File: src/rtl/edge_event_arbiter_pkg.sv
// Shared definitions for the edge event arbiter.
// Contents:
//   N_CH_DEF, SYNC_STAGES_DEF - parameter defaults
//   MAX_CH                    - largest supported channel count
//   calc_idw()                - channel index width for a channel count
//   state_e                   - arbiter FSM states
//   rr_pick()                 - round-robin find-first-set
package edge_evt_pkg;

  localparam int N_CH_DEF        = 4;
  localparam int SYNC_STAGES_DEF = 2;
  localparam int MAX_CH          = 16;

  function automatic int calc_idw(input int n);
    return (n > 1) ? $clog2(n) : 1;
  endfunction

  typedef enum logic {
    IDLE  = 1'b0,
    OFFER = 1'b1
  } state_e;

  // Returns the first set bit of vec[n-1:0], starting at 'start' and
  // wrapping from n-1 to 0. Scanning from the far end lets the smallest
  // offset overwrite the result last. Returns 0 when nothing is set.
  function automatic int rr_pick(input logic [MAX_CH-1:0] vec,
                                 input int n, input int start);
    int idx;
    int pick;
    pick = 0;
    for (int i = MAX_CH - 1; i >= 0; i--) begin
      idx = start + i;
      if (idx >= n) idx = idx - n;
      if (i < n && vec[idx]) pick = idx;
    end
    return pick;
  endfunction

endpackage

File: src/rtl/edge_event_arbiter_if.sv
// Valid/ready event channel between the arbiter and its consumer.
// Signals:
//   evt_valid - event offered (arbiter -> consumer)
//   evt_id    - channel index of offered event (arbiter -> consumer)
//   evt_ready - consumer accepts this cycle (consumer -> arbiter)
interface edge_event_arbiter_if #(
  parameter int IDW = edge_evt_pkg::calc_idw(edge_evt_pkg::N_CH_DEF)
);
  logic           evt_valid;
  logic [IDW-1:0] evt_id;
  logic           evt_ready;

  modport master (output evt_valid, output evt_id, input evt_ready);
  modport slave  (input evt_valid, input evt_id, output evt_ready);
endinterface

File: src/rtl/edge_event_arbiter_chan.sv
// One input channel: synchroniser, rising-edge detect, pending and
// sticky overflow flags.
// Ports:
//   clk, rst     - clock, async active-high reset
//   din          - asynchronous level input
//   clear        - this channel's event is handed over this cycle
//   ovf_clr      - synchronous clear of the overflow flag
//   pending      - registered pending flag
//   pending_nxt  - value pending takes at the next edge
//   ovf          - sticky overflow flag
module edge_evt_chan
  import edge_evt_pkg::*;
#(
  parameter int SYNC_STAGES = SYNC_STAGES_DEF
) (
  input  logic clk,
  input  logic rst,
  input  logic din,
  input  logic clear,
  input  logic ovf_clr,
  output logic pending,
  output logic pending_nxt,
  output logic ovf
);

  logic [SYNC_STAGES-1:0] sync_q, sync_d;
  logic [SYNC_STAGES:0]   arm_q, arm_d;
  logic prev_q, prev_d;
  logic pending_q, pending_d;
  logic ovf_q, ovf_d;
  logic s, rise;

  // The synchroniser restarts from zero after reset, so an input already
  // high would look like a fresh edge. arm_q masks edges until the chain
  // and edge history have caught up with the real input level.
  always_comb begin
    sync_d    = {sync_q[SYNC_STAGES-2:0], din};
    arm_d     = {arm_q[SYNC_STAGES-1:0], 1'b1};
    s         = sync_q[SYNC_STAGES-1];
    prev_d    = s;
    rise      = s & ~prev_q & arm_q[SYNC_STAGES];
    // A new edge on the grant cycle keeps the event alive.
    pending_d = rise | (pending_q & ~clear);
    // Edge merged into an event that is still waiting; set beats clear.
    ovf_d     = (rise & pending_q & ~clear) | (ovf_q & ~ovf_clr);
  end

  always_ff @(posedge clk or posedge rst) begin
    if (rst) begin
      sync_q    <= '0;
      arm_q     <= '0;
      prev_q    <= 1'b0;
      pending_q <= 1'b0;
      ovf_q     <= 1'b0;
    end else begin
      sync_q    <= sync_d;
      arm_q     <= arm_d;
      prev_q    <= prev_d;
      pending_q <= pending_d;
      ovf_q     <= ovf_d;
    end
  end

  assign pending     = pending_q;
  assign pending_nxt = pending_d;
  assign ovf         = ovf_q;

endmodule

File: src/rtl/edge_event_arbiter.sv
// Multi-channel rising-edge event scheduler. Edges on din are latched
// per channel and handed, one per transfer, round-robin to a consumer.
// Ports:
//   clk, rst  - clock, async active-high reset
//   din       - asynchronous level inputs
//   evt       - valid/ready event channel (master side)
//   pending   - latched events not yet granted (incl. the offered one)
//   ovf       - sticky per-channel overflow flags
//   ovf_clr   - per-bit synchronous clear of ovf
module edge_event_arbiter
  import edge_evt_pkg::*;
#(
  parameter int N_CH        = N_CH_DEF,
  parameter int IDW         = calc_idw(N_CH),
  parameter int SYNC_STAGES = SYNC_STAGES_DEF
) (
  input  logic                clk,
  input  logic                rst,
  input  logic [N_CH-1:0]     din,
  edge_event_arbiter_if.master evt,
  output logic [N_CH-1:0]     pending,
  output logic [N_CH-1:0]     ovf,
  input  logic [N_CH-1:0]     ovf_clr
);

  state_e            state_q, state_d;
  logic [IDW-1:0]    rr_q, rr_d;
  logic [IDW-1:0]    evt_id_q, evt_id_d;
  logic [IDW-1:0]    ptr_after;
  logic [N_CH-1:0]   clear;
  logic [N_CH-1:0]   pend_nxt;
  logic [MAX_CH-1:0] pend_vec;
  logic [MAX_CH-1:0] other_vec;
  logic              handshake;

  for (genvar c = 0; c < N_CH; c++) begin : g_chan
    edge_evt_chan #(.SYNC_STAGES(SYNC_STAGES)) u_chan (
      .clk         (clk),
      .rst         (rst),
      .din         (din[c]),
      .clear       (clear[c]),
      .ovf_clr     (ovf_clr[c]),
      .pending     (pending[c]),
      .pending_nxt (pend_nxt[c]),
      .ovf         (ovf[c])
    );
  end

  always_ff @(posedge clk or posedge rst) begin
    if (rst) begin
      state_q  <= IDLE;
      rr_q     <= '0;
      evt_id_q <= '0;
    end else begin
      state_q  <= state_d;
      rr_q     <= rr_d;
      evt_id_q <= evt_id_d;
    end
  end

  // On a handshake the next winner comes from next-cycle pending with the
  // granted channel masked, so a same-cycle re-edge on it waits one
  // arbitration and then sits last behind the advanced pointer.
  always_comb begin
    state_d   = state_q;
    rr_d      = rr_q;
    evt_id_d  = evt_id_q;
    pend_vec  = '0;
    pend_vec[N_CH-1:0]  = pending;
    other_vec = '0;
    other_vec[N_CH-1:0] = pend_nxt & ~clear;
    ptr_after = (int'(evt_id_q) == N_CH - 1) ? '0 : evt_id_q + IDW'(1);
    case (state_q)
      IDLE: begin
        if (|pending) begin
          evt_id_d = IDW'(rr_pick(pend_vec, N_CH, int'(rr_q)));
          state_d  = OFFER;
        end
      end
      OFFER: begin
        if (handshake) begin
          rr_d = ptr_after;
          if (|other_vec) begin
            evt_id_d = IDW'(rr_pick(other_vec, N_CH, int'(ptr_after)));
          end else begin
            state_d = IDLE;
          end
        end
      end
      default: state_d = IDLE;
    endcase
  end

  always_comb begin
    evt.evt_valid = (state_q == OFFER);
    evt.evt_id    = evt_id_q;
    handshake     = (state_q == OFFER) & evt.evt_ready;
    clear         = '0;
    if (handshake) clear[evt_id_q] = 1'b1;
  end

endmodule

File: src/flat_wrapper.sv
// flat-port wrapper written by rule: the top's interface ports become plain ports
module edge_event_arbiter_flat import edge_evt_pkg::*;
#(
  parameter int N_CH        = N_CH_DEF,
  parameter int IDW         = calc_idw(N_CH),
  parameter int SYNC_STAGES = SYNC_STAGES_DEF
)
  (clk, rst, din, pending, ovf, ovf_clr, evt_evt_valid, evt_evt_id, evt_evt_ready);
  edge_event_arbiter_if #(.IDW(IDW)) evt_i ();
  input  logic clk;
  input  logic rst;
  input  logic [N_CH-1:0] din;
  output logic [N_CH-1:0] pending;
  output logic [N_CH-1:0] ovf;
  input  logic [N_CH-1:0] ovf_clr;
  output wire logic [$bits(evt_i.evt_valid)-1:0] evt_evt_valid;
  output wire logic [$bits(evt_i.evt_id)-1:0] evt_evt_id;
  input wire logic [$bits(evt_i.evt_ready)-1:0] evt_evt_ready;
  assign evt_evt_valid = evt_i.evt_valid;
  assign evt_evt_id = evt_i.evt_id;
  assign evt_i.evt_ready = evt_evt_ready;
  edge_event_arbiter #(.N_CH(N_CH), .IDW(IDW), .SYNC_STAGES(SYNC_STAGES)) u_core (.clk(clk), .rst(rst), .din(din), .evt(evt_i), .pending(pending), .ovf(ovf), .ovf_clr(ovf_clr));
endmodule
File: config.mk
export PLATFORM = sky130hd
export DESIGN_NAME = edge_event_arbiter_flat
export DESIGN_NICKNAME = d
export VERILOG_FILES = /design/src/rtl/edge_event_arbiter_pkg.sv /design/src/rtl/edge_event_arbiter_if.sv /design/src/rtl/edge_event_arbiter_chan.sv /design/src/rtl/edge_event_arbiter.sv /design/src/flat_wrapper.sv
export SDC_FILE = /design/constraint.sdc
export NUM_CORES = 1
export LEC_CHECK = 0
export CORE_UTILIZATION = 35
export CTS_CLUSTER_SIZE = 28
export DETAILED_ROUTE_END_ITERATION = 12
export DONT_BUFFER_PORTS = 1
export GPL_TIMING_DRIVEN = 0
export PLACE_DENSITY = 0.56
export SYNTH_ARGS = -nofsm -noshare
export SYNTH_HDL_FRONTEND = slang
export SYNTH_HIERARCHICAL = 1
export SYNTH_SLANG_ARGS = --single-unit
File: constraint.sdc
create_clock -name clk -period 6.6 [get_ports clk]
set_input_delay 0.99 -clock clk [delete_from_list [all_inputs] [get_ports clk]]
set_output_delay 0.99 -clock clk [all_outputs]
set_load 0.05 [all_outputs]
# ---- After elaboration in Yosys (flattened, before gate mapping)
# Index checks and enable logic that the tools add are counted.
dict set report word_totals {
  reg_bits 37
  latchBits 0
  ram_bits 0
  mem_bits_ro 0
  wordCells 185
  memories 0
}
dict set report op_classes {
  addsub 15
  n_mul 0
  div_mod_pow 0
  magnitude_cmp 18
  n_eq_ne 4
  shifts 0
  n_mux 72
  n_bitwise 48
  reduce_logical 5
}
# op count
set op_table {}
lappend op_table {{two-way mux 32 bit} 28}
lappend op_table {{less-than comparator 32 x 6 -> 1 bit (second input constant)} 8}
lappend op_table {{greater-or-equal comparator 32 x 4 -> 1 bit (second input constant)} 6}
lappend op_table {{subtractor 32 x 4 -> 32 bit (second input constant)} 6}
lappend op_table {{binary-select mux 1 bit (select 4 bit)} 8}
lappend op_table {{AND 1 bit} 25}
lappend op_table {{two-way mux 2 bit} 12}
lappend op_table {{two-way mux 1 bit} 20}
lappend op_table {{NOT 1 bit} 13}
lappend op_table {{adder 2 x 2 -> 3 bit (second input constant)} 4}
lappend op_table {{OR 1 bit} 8}
lappend op_table {{OR reduction 4 bit} 2}
lappend op_table {{subtractor 2 x 3 -> 4 bit (second input constant)} 2}
lappend op_table {{adder 2 x 1 -> 3 bit (second input constant)} 2}
lappend op_table {{greater-or-equal comparator 2 x 3 -> 1 bit (second input constant)} 2}
lappend op_table {{AND 4 bit} 1}
lappend op_table {{two-way mux 4 bit} 1}
lappend op_table {{inequality test 2 bit (second input constant)} 2}
lappend op_table {{NOT 4 bit} 1}
lappend op_table {{one-hot mux 2 bit (2 select lines)} 1}
lappend op_table {{less-than comparator 2 x 3 -> 1 bit (second input constant)} 1}
lappend op_table {{AND reduction 3 bit} 1}
lappend op_table {{adder 2 x 1 -> 2 bit (second input constant)} 1}
lappend op_table {{demux 1 bit (select 2 bit)} 1}
lappend op_table {{other kinds (6)} 6}

# ---- Logic depth before layout (Yosys ltp)
# Gate-level depths: netlist (run 1).
dict set report depth {
  word_depth 23
  mapped_depth 12
  depth_no_buf 12
}

# ---- Hierarchy
# Netlist (run 1), hierarchy kept.
# module n_inst cells_per_inst area_per_inst_um2 seq_area_each_um2
set modules_own_cells {}
lappend modules_own_cells {edge_evt_chan 4 15 254.0 200.2}
lappend modules_own_cells {edge_event_arbiter 1 134 1009.7 125.1}

# ---- Least setup slack after synthesis (run 1)
# Ideal clock, no wire load.
dict set report synth_path {
  path_kind {flip-flop to flip-flop}
  from {reg u_core.evt_id_q[0] (netlist: u_core/evt.evt_id[0])}
  to {reg u_core.evt_id_q[1] (netlist: u_core/evt.evt_id[1])}
  setup_ns 0.122
  t_arrival_ns 2.679
  required_time_ns 6.478
  path_slack_ns 3.799
  path_stages_with_launch 13
  path_buffers 1
  period_less_slack_ns 2.801
  cell_sequence {dfrtp_1 ha_1 nand3_1 inv_1 nand2b_1 nand2_1 buf_2 a2bb2oi_1 a221oi_1 nand3_1 a31oi_1 a311oi_1 a32o_1}
}
dict set report synth_between {
  elab_chain_len 19
}
# element line
set synth_lines {}
lappend synth_lines {{start, declared} edge_event_arbiter.sv:28} ;# logic [IDW-1:0] evt_id_q, evt_id_d;
lappend synth_lines {{start signal, assigned} edge_event_arbiter.sv:57} ;# evt_id_q <= evt_id_d;
lappend synth_lines {{less-than comparator 2 x 3 -> 1 bit (not written as such) or greater-or-equal comparator 2 x 1 -> 1 bit (tied branches)} edge_event_arbiter.sv:99} ;# if (handshake) clear[evt_id_q] = 1'b1;
lappend synth_lines {{logical AND 1 bit (not written as such)} edge_event_arbiter.sv:99}
lappend synth_lines {{two-way mux 1 bit (not written as such)} edge_event_arbiter.sv:99}
lappend synth_lines {{demux 1 bit (select 2 bit) (*)} -}
lappend synth_lines {{two-way mux 4 bit (*)} edge_event_arbiter.sv:99}
lappend synth_lines {{net u_core.clear[3]} edge_event_arbiter.sv:30} ;# logic [N_CH-1:0] clear;
lappend synth_lines {{NOT 1 bit (*)} edge_event_arbiter_chan.sv:43} ;# pending_d = rise | (pending_q & ~clear);
lappend synth_lines {{AND 1 bit (*)} edge_event_arbiter_chan.sv:43}
lappend synth_lines {{OR 1 bit (*)} edge_event_arbiter_chan.sv:43}
lappend synth_lines {{net u_core.pend_nxt[3]} edge_event_arbiter.sv:31} ;# logic [N_CH-1:0] pend_nxt;
lappend synth_lines {{AND 4 bit (*)} edge_event_arbiter.sv:71} ;# other_vec[N_CH-1:0] = pend_nxt & ~clear;
lappend synth_lines {{binary-select mux 1 bit (select 4 bit)} edge_event_arbiter_pkg.sv:34} ;# if (i < n && vec[idx]) pick = idx;
lappend synth_lines {{two-way mux 1 bit (not written as such) (2 in series)} edge_event_arbiter_pkg.sv:34}
lappend synth_lines {{two-way mux 2 bit (4 in series)} edge_event_arbiter_pkg.sv:34}
lappend synth_lines {{two-way mux 2 bit} edge_event_arbiter.sv:83} ;# if (|other_vec) begin
lappend synth_lines {{two-way mux 2 bit} edge_event_arbiter.sv:81} ;# if (handshake) begin
lappend synth_lines {{one-hot mux 2 bit (2 select lines)} edge_event_arbiter.sv:73} ;# case (state_q)
# The timed path passes the listed nets; every way through them passes the cells marked *. The select of a mux whose other input is x is not followed.
# A chain may end at the register's enable or synchronous reset.

# ---- Final worst setup path (run 1)
dict set report layout_path {
  from {reg u_core.evt_id_q[0] (netlist: u_core/evt.evt_id[0])}
  to {reg u_core.evt_id_q[0] (netlist: u_core/evt.evt_id[0])}
}
# The elaborated chain is that of the path after synthesis.

==> results of run 1 <==
logic make-up (layout without fill, tap and decap cells):
logic type	count (synthesis)	in the layout	share of synthesized area, %
adders and majority gates	12	12	7.41
muxes	10	10	5.25
other	4	4	0.741
buffers and inverters	27	35	5.99
and+or+nand+nor	58	58	16.9
DFF	37	37	45.7
AOI/OAI and AO/OA	46	46	18.0
cells in the mapped netlist (2+ instances only):
cell / n
nand3_1: 10
a21oi_1: 3
o2111ai_1: 2
nand3b_4: 4
a31oi_1: 3
ha_1: 12
a311oi_1: 3
nand2_1: 21
and2_1: 2
nor2b_1: 2
nor2_1: 7
a32o_1: 3
o21ai_0: 10
dfrtp_1: 37
inv_1: 22
nand2b_1: 6
conb_1: 4
nor3_1: 2
nor3b_1: 2
o31ai_1: 2
buf_2: 2
a21o_1: 2
mux2i_1: 8
o22ai_2: 4
power by group:
part           internal, uW  total (uW)  switching, uW
Sequential              261         405            143
Combinational           252         580            328
Clock                   113         192           78.9
through the flow:
step / power, uW / area [um^2] / std cells / util (%) / setup slack [ns]
final: 1180 / 2230 / 274 / 40.2 / 3.27
after global routing: 1280 / 2230 / 274 / 40.2 / 2.96
after CTS: 1180 / 2230 / 274 / 40.2 / 3.27
after detailed placement: 984 / 2120 / 266 / 38.2 / 3.30
after global placement: 985 / 2120 / 266 / 38.2 / 3.29
after floorplan: 860 / 2030 / 194 / - / 3.80
path summary, 6_finish.rpt:
kind | from | to | slack (ns) | depth (start not counted)
setup / recovery | u_core/evt.evt_id[0]$_DFFE_PP0P_ | u_core/evt.evt_id[0]$_DFFE_PP0P_ | 3.27 | 12
hold / removal | u_core/g_chan[3].u_chan/sync_q[0]$_DFF_PP0_ | u_core/g_chan[3].u_chan/sync_q[1]$_DFF_PP0_ | 0.34 | 0
setup reg to reg | u_core/evt.evt_id[0]$_DFFE_PP0P_ | u_core/evt.evt_id[0]$_DFFE_PP0P_ | 3.27 | 12
hold reg to reg | u_core/g_chan[3].u_chan/sync_q[0]$_DFF_PP0_ | u_core/g_chan[3].u_chan/sync_q[1]$_DFF_PP0_ | 0.34 | 0
max in group asynchronous | rst | u_core/g_chan[0].u_chan/sync_q[0]$_DFF_PP0_ | 5.83 | 1
min in group asynchronous | rst | u_core/evt.evt_id[0]$_DFFE_PP0P_ | 0.49 | 1
state kept, by name, indices dropped and copies added, names as in the netlist:
signal                        flops
u_core/g_chan.u_chan/arm_q       12
u_core/g_chan.u_chan/sync_q       8
u_core/g_chan.u_chan/ovf          4
u_core/g_chan.u_chan/pending      4
u_core/g_chan.u_chan/prev_q       4
u_core/evt.evt_id                 2
u_core/rr_q                       2
u_core/evt.evt_valid              1
area by class of cell:
cell class | count | area (um^2)
Sequential cell | 37 | 926
Fill cell | 556 | 3310
Inverter | 22 | 82.6
Buffer | 5 | 38.8
Multi-Input combinational cell | 130 | 978
Clock inverter | 2 | 38.8
Tap cell | 72 | 90.1
Clock buffer | 6 | 72.6
per-layer routing:
| layer | vias up | GRT usage [%] |
|---|---|---|
| met2 | 38 | 23.2 |
| met4 | 0 | 5.56 |
| met1 | 689 | 17.6 |
| met3 | 2 | 4.42 |
| li1 | 685 | - |
| met5 | - | 0 |
cells in the final DEF, fill, tap and decap left out, drive strengths merged, types with 2 or more instances in the layout:
cell,count
a311oi,3
buf,3
nor3,3
mux2i,8
a22oi,2
o31ai,2
o21ai,10
nand3,10
o22ai,4
a32o,3
o2111ai,2
nand2,21
inv,22
nor2,7
a21o,2
mux2,2
nand2b,6
a21oi,3
and2,2
nor2b,2
a31oi,3
nor3b,2
dfrtp,37
ha,12
conb,4
clkbuf,8
nand3b,4
worst max-delay path, stage by stage, from the launching register on:
cell	delay, ns
dfrtp_1	0.86
inv_1	0.22
ha_1	0.29
nand3_1	0.24
inv_1	0.06
nand2b_1	0.17
nand2_1	0.27
nor3b_1	0.30
a32o_1	0.22
a22oi_2	0.09
mux2i_1	0.13
o2111a_1	0.15
o31ai_1	0.24
==> impl_metrics.json, run 1 <==
{
  "status": "complete, no violations",
  "worstPathRequired_ns": 6.79,
  "crit_path_max_fanout": 11,
  "drive_gt1_share_pct": 12.4,
  "cap_violations": 0,
  "wl_met1_mm": 1.82,
  "area_growth_pct": 9.94,
  "die_h_um": 78.1,
  "synth_cells": 194,
  "n_antenna_cell": 0,
  "cts_max_path_buffers": 2,
  "syn_area_um2": 2030,
  "skew_ns": 0.00599,
  "path_class": "reg2reg",
  "hp-class": "reg2reg",
  "drc": 0,
  "syn_avg_cell_area_um2": 10.4,
  "drtIter0Drc": 79,
  "synth_seq_cells": 37,
  "end_kind": "register",
  "cts_inserted_buffers": 5,
  "seq_area_frac_synth_pct": 45.7,
  "yosys.area.top_type_share_pct": 45.7,
  "cts_hold_buf": 0,
  "grt_max_degree": 13,
  "grt_overflow": 0,
  "grtUsageTotal_pct": 14.2,
  "cts_setup_buffers": 0,
  "cts_tree": "built",
  "synth_edf_count": 0,
  "arrival_ns": 3.53,
  "place_congestion": 0.847,
  "ys.flop_type": "dfrtp_1",
  "final_nets": 224,
  "worstSetupStartpointType": "register",
  "wl_met2_mm": 1.86,
  "fin_crit_ns": 3.33,
  "power_density_nw_per_um2": 528,
  "synth.distinct_cells": 45,
  "wl_met3_um": 225,
  "top_layer_used": "met4",
  "post_cts_resize_count": 0,
  "slew_viol_final": 0,
  "hold_ws_ns": 0.342,
  "synthArstFlopShare_pct": 100,
  "vias_per_cell": 5.16,
  "port_buffers": 0,
  "yosysWarnings": 6,
  "grt_setup_unrepaired": "no",
  "relSlewSlack_pct": 47.6,
  "grt_pass1_vias": 1398,
  "final_hold_viol_count": 0,
  "synth_nets": 217,
  "pin_count": 22,
  "cts.sinks": 37,
  "ant_nets": 0,
  "grt_pass1_wl_mm": 6.71,
  "die_x_um": 78.1,
  "antenna_found_initial": 0,
  "dp_hpwl_mm": 2.87,
  "wirelength_mm": 3.94,
  "coreArea_um2": 5540,
  "netlist.top_cell.by_area": "dfrtp_1",
  "fin_tns_setup_ns": 0,
  "rows": 27,
  "worst_slew_pin_slew_ns": 0.785,
  "htree_levels": 2,
  "synth_area_leaders": "dfrtp_1, ha_1, inv_1",
  "path_clk_slew_ns": 0.07,
  "worst_ir_drop_vdd_uv": 257,
  "post-route-period-util_pct": 50.5,
  "drt_pass1_iterations": 4,
  "insertion_delay_ns": 0.28,
  "p_leak_uw": 0.00107,
  "root_buffer": "clkbuf_8",
  "fmax_ghz": 0.300,
  "num_vias": 1414,
  "routedWlPerCell_um": 14.4,
  "start_util_pct": 36.6,
  "dieArea_um2": 6100,
  "setup_viol": 0
}
Power figures use the tool's default switching activity.
==> run 2: changes to the inputs <==
clock period = 3.4 ns   (was 6.6 ns; I/O delays follow)
==> impl_metrics.json, run 2 (same netlist as run 1, synthesis figures left out) <==
{
  "pin_count": 22,
  "status": "complete, no violations",
  "fmax_ghz": 0.314,
  "vias_per_cell": 5.17,
  "path_clk_slew_ns": 0.08,
  "end_kind": "register",
  "grt_setup_unrepaired": "no",
  "routedWlPerCell_um": 14.5,
  "fin_cells": 274,
  "grt_max_degree": 13,
  "grtUsageTotal_pct": 14.2,
  "finalWorstSetupSlack_ns": 0.218,
  "final_hold_viol_count": 0,
  "root_buffer": "clkbuf_8",
  "coreArea_um2": 5540,
  "slew_viol_final": 0,
  "dp_hpwl_mm": 2.87,
  "path_class": "reg2reg",
  "drtIter0Drc": 79,
  "cap_violations": 0,
  "cts_tree": "built",
  "n_antenna_cell": 0,
  "drt_pass1_iterations": 4,
  "antenna_found_initial": 0,
  "worstPathRequired_ns": 3.58,
  "start_util_pct": 36.6,
  "power_density_nw_per_um2": 1030,
  "dp_cells": 266,
  "htree_levels": 2,
  "grt_pass1_wl_mm": 6.71,
  "p_leak_uw": 0.00106,
  "rows": 27,
  "grt_overflow": 0,
  "arrival_ns": 3.36,
  "area_growth_pct": 10.0,
  "grt_pass1_vias": 1398,
  "hp-class": "in2async",
  "worstSetupStartpointType": "register",
  "worst_slew_pin_slew_ns": 0.684,
  "final_common_cell": "dfrtp_1",
  "cts.sinks": 37,
  "largest-register": "u_core/g_chan.u_chan/arm_q",
  "largest_reg_flops": 12,
  "final_nets": 224,
  "insertion_delay_ns": 0.29,
  "relSlewSlack_pct": 54.4,
  "drive_gt1_share_pct": 12.9,
  "port_buffers": 0,
  "crit_path_max_fanout": 8,
  "drc": 0,
  "cts_inserted_buffers": 5,
  "place_congestion": 0.847,
  "dieArea_um2": 6100,
  "ant_nets": 0,
  "fin_tns_setup_ns": 0,
  "wirelength_mm": 3.96,
  "die_x_um": 78.1,
  "final_cell_mix": "dfrtp_1, inv_1, nand2_1",
  "post-route-period-util_pct": 93.6,
  "cts_setup_buffers": 0,
  "largestRegisters": "u_core/g_chan.u_chan/arm_q: 12 flops, u_core/g_chan.u_chan/sync_q: 8 flops",
  "setup_viol": 0,
  "fin_crit_ns": 3.18,
  "skew_ns": 0.00748,
  "die_h_um": 78.1,
  "pre_cts_ws_ns": 0.0981,
  "cts_max_path_buffers": 2,
  "worst_ir_drop_vdd_uv": 499,
  "num_vias": 1416
}
-- run 2: cell counts in the layout (fill, tap and decap cells not counted) --
Identical to the previous run, type by type.
-- run 2: per-layer routing --
metal | part of all wire (%) | global-route usage, % | vias to the layer above | wire, um
met2 | 47 | 23.2 | 40 | 1880
li1 | - | - | 685 | -
met5 | 0 | 0 | - | 0
met1 | 46 | 17.6 | 689 | 1830
met3 | 5.5 | 4.42 | 2 | 219
met4 | 0.83 | 5.56 | 0 | 33
-- run 2: power by group --
group | switching (uW) | internal [uW]
clock | 154 | 220
combinational | 639 | 488
sequential | 279 | 509
total | 1070 | 1220
-- run 2: final timing paths --
check,cells past startpoint,end,startpoint,slack (ns)
setup / recovery,12,u_core/evt.evt_id[1]$_DFFE_PP0P_,u_core/evt.evt_id[1]$_DFFE_PP0P_,0.22
hold / removal,1,u_core/evt.evt_valid$_DFF_PP0_,rst,0.008
setup reg to reg,12,u_core/evt.evt_id[1]$_DFFE_PP0P_,u_core/evt.evt_id[1]$_DFFE_PP0P_,0.22
hold reg to reg,0,u_core/g_chan[3].u_chan/sync_q[1]$_DFF_PP0_,u_core/g_chan[3].u_chan/sync_q[0]$_DFF_PP0_,0.34
max in group asynchronous,1,u_core/g_chan[0].u_chan/sync_q[0]$_DFF_PP0_,rst,3.11
min in group clk,0,u_core/g_chan[2].u_chan/sync_q[0]$_DFF_PP0_,din[2],0.25
-- run 2: cell type report --
type / count / area (um^2)
fillers: 560 / 3310
clock inverters: 2 / 38.8
multi-input cells: 130 / 978
plain buffers: 5 / 38.8
clock buffers: 6 / 72.6
well taps: 72 / 90.1
flip-flops and latches: 37 / 927
inverters: 22 / 82.6
-- run 2: worst max-delay path, stage by stage, from the launching register on --
cell       delay, ns
dfrtp_1         0.75
ha_1            0.44
nand3_1         0.20
inv_1           0.08
nand2b_1        0.16
nand2_1         0.09
buf_2           0.18
a2bb2oi_1       0.16
a221oi_1        0.25
nand3_1         0.14
a31oi_1         0.31
a311oi_1        0.08
a32o_1          0.23
-- run 2: metrics by stage --
step / total power (uW) / utilization [%] / hold slack (ns) / cell area [um^2]
2_1_floorplan: 1670 / - / 0.289 / 2030
4_1_cts: 2300 / 40.2 / 0.00590 / 2230
3_3_place_gp: 1910 / 38.2 / 0.321 / 2120
3_5_place_dp: 1910 / 38.2 / 0.320 / 2120
6_report: 2290 / 40.2 / 0.00752 / 2230
5_1_grt: 2480 / 40.2 / 0.00701 / 2230
-- run 2: timing repair --
item,in CTS,in global routing
setup endpoints to repair,0,2
resized for setup,0,1
hold buffers,0,0
==> run 3: changes to the inputs <==
PLACE_DENSITY = 0.46   (was 0.56)
==> impl_metrics.json, run 3 (same netlist as run 1, synthesis figures left out) <==
{
  "crit_family": "compound AO/OA/AOI/OAI gates",
  "cts_inserted_buffers": 5,
  "area_growth_pct": 10.2,
  "fin_util_pct": 40.3,
  "place_congestion": 0.878,
  "cts_max_path_buffers": 2,
  "fmax_ghz": 0.314,
  "grt_pass1_vias": 1412,
  "worst_slew_pin_slew_ns": 0.698,
  "cts_hold_buf": 0,
  "hp-class": "in2async",
  "power_uw": 2300,
  "end_kind": "register",
  "grtUsageTotal_pct": 14.5,
  "dp_hpwl_mm": 3.09,
  "status": "complete, no violations",
  "setup_viol": 0,
  "stdcell_area_um2": 2230,
  "place_area_um2": 2120,
  "cts_tree": "built",
  "n_antenna_cell": 0,
  "cts.sinks": 37,
  "final_common_cell": "dfrtp_1",
  "dieArea_um2": 6100,
  "worstPathCellList": "ha_1 -> nand3_1 -> inv_1 -> nand2b_1 -> nand2_1 -> buf_2 -> a2bb2oi_1 -> a221oi_1 -> nand3_1 -> a31oi_1 -> a311oi_1 -> a32o_1",
  "port_buffers": 0,
  "die_h_um": 78.1,
  "grt_overflow": 0,
  "post-route-period-util_pct": 93.6,
  "path_clk_slew_ns": 0.08,
  "insertion_delay_ns": 0.28,
  "drtIter0Drc": 187,
  "p_leak_uw": 0.00106,
  "power_density_nw_per_um2": 1030,
  "fin_crit_ns": 3.18,
  "worst_path_max_delay_cell": "dfrtp_1",
  "grt_pass1_wl_mm": 7.00,
  "relSlewSlack_pct": 53.4,
  "cts_setup_buffers": 0,
  "largest-register": "u_core/g_chan.u_chan/arm_q",
  "r2r_start": "u_core/evt.evt_id[1]$_DFFE_PP0P_",
  "htree_levels": 2,
  "post_cts_resize_count": 0,
  "final_hold_viol_count": 0,
  "pin_count": 22,
  "drt_pass1_iterations": 4,
  "vias_per_cell": 5.35,
  "wirelength_mm": 4.11,
  "cap_violations": 0,
  "arrival_ns": 3.36,
  "largest_reg_flops": 12,
  "start_util_pct": 36.6,
  "slew_viol_final": 0,
  "drive_gt1_share_pct": 13.4,
  "skew_ns": 0.00900,
  "rows": 27,
  "final_cell_mix": "dfrtp_1, inv_1, nand2_1",
  "startpoint": "u_core/evt.evt_id[1]$_DFFE_PP0P_",
  "critPathMaxStageDelay_ns": 0.72,
  "path_class": "reg2reg",
  "crit_path_max_fanout": 8,
  "fin_cells": 274,
  "grt_setup_unrepaired": "no",
  "worstPathRequired_ns": 3.58,
  "fin_tns_setup_ns": 0,
  "num_vias": 1465,
  "worst_ir_drop_vdd_uv": 349,
  "grt_max_degree": 14,
  "final_nets": 224,
  "path_buf_inv": 2,
  "dp_cells": 266,
  "coreArea_um2": 5540,
  "crit_top_cell": "nand3_1",
  "worstSetupStartpointType": "register",
  "largestRegisters": "u_core/g_chan.u_chan/arm_q: 12 flops, u_core/g_chan.u_chan/sync_q: 8 flops",
  "drc": 0,
  "routedWlPerCell_um": 15.0,
  "die_x_um": 78.1,
  "ant_nets": 0,
  "antenna_found_initial": 0,
  "root_buffer": "clkbuf_8"
}
-- run 3: cell count changes in the layout (fill, tap and decap cells not counted), sizes merged --
cell	previous run	this run
clkbuf	8	7
clkinvlp	0	1
-- run 3: cell type report --
type                            count  area [um^2]
Fill cell                         547         3310
Multi-Input combinational cell    130          978
Clock inverter                      3         46.3
Tap cell                           72         90.1
Inverter                           22         82.6
Clock buffer                        5         68.8
Sequential cell                    37          927
Buffer                              5         38.8
-- run 3: worst paths after layout --
kind                                                                    end  slack [ns]  cells past startpoint
worst max-delay path                       u_core/evt.evt_id[1]$_DFFE_PP0P_        0.22                     12
worst min-delay path                             u_core/rr_q[1]$_DFFE_PP0P_        0.01                      1
worst max register to register             u_core/evt.evt_id[1]$_DFFE_PP0P_        0.22                     12
worst min register to register   u_core/g_chan[0].u_chan/arm_q[1]$_DFF_PP0_        0.35                      0
max in group asynchronous        u_core/g_chan[0].u_chan/arm_q[0]$_DFF_PP0_        3.11                      1
min in group clk                u_core/g_chan[1].u_chan/sync_q[0]$_DFF_PP0_        0.25                      0
-- run 3: stage by stage --
| stage | setup WS, ns | hold WS [ns] |
|---|---|---|
| floorplan | 0.599 | 0.289 |
| global placement | 0.0734 | 0.326 |
| detailed placement | 0.111 | 0.323 |
| CTS | 0.0828 | 0.00832 |
| global route | 0.00173 | 0.0111 |
| finish | 0.217 | 0.0143 |
-- run 3: where the power goes --
part	switching [uW]	leakage [uW]	total, uW	internal, uW
Sequential	282	0.000436	791	509
Clock	155	0.0000543	374	219
Combinational	647	0.000574	1130	488
-- run 3: per-layer routing --
layer | routed length, um | vias to the layer above | track usage, %
met5 | 0 | - | 0
li1 | - | 687 | -
met2 | 1820 | 64 | 21.4
met3 | 284 | 4 | 4.30
met4 | 42 | 0 | 5.00
met1 | 1960 | 710 | 20.3
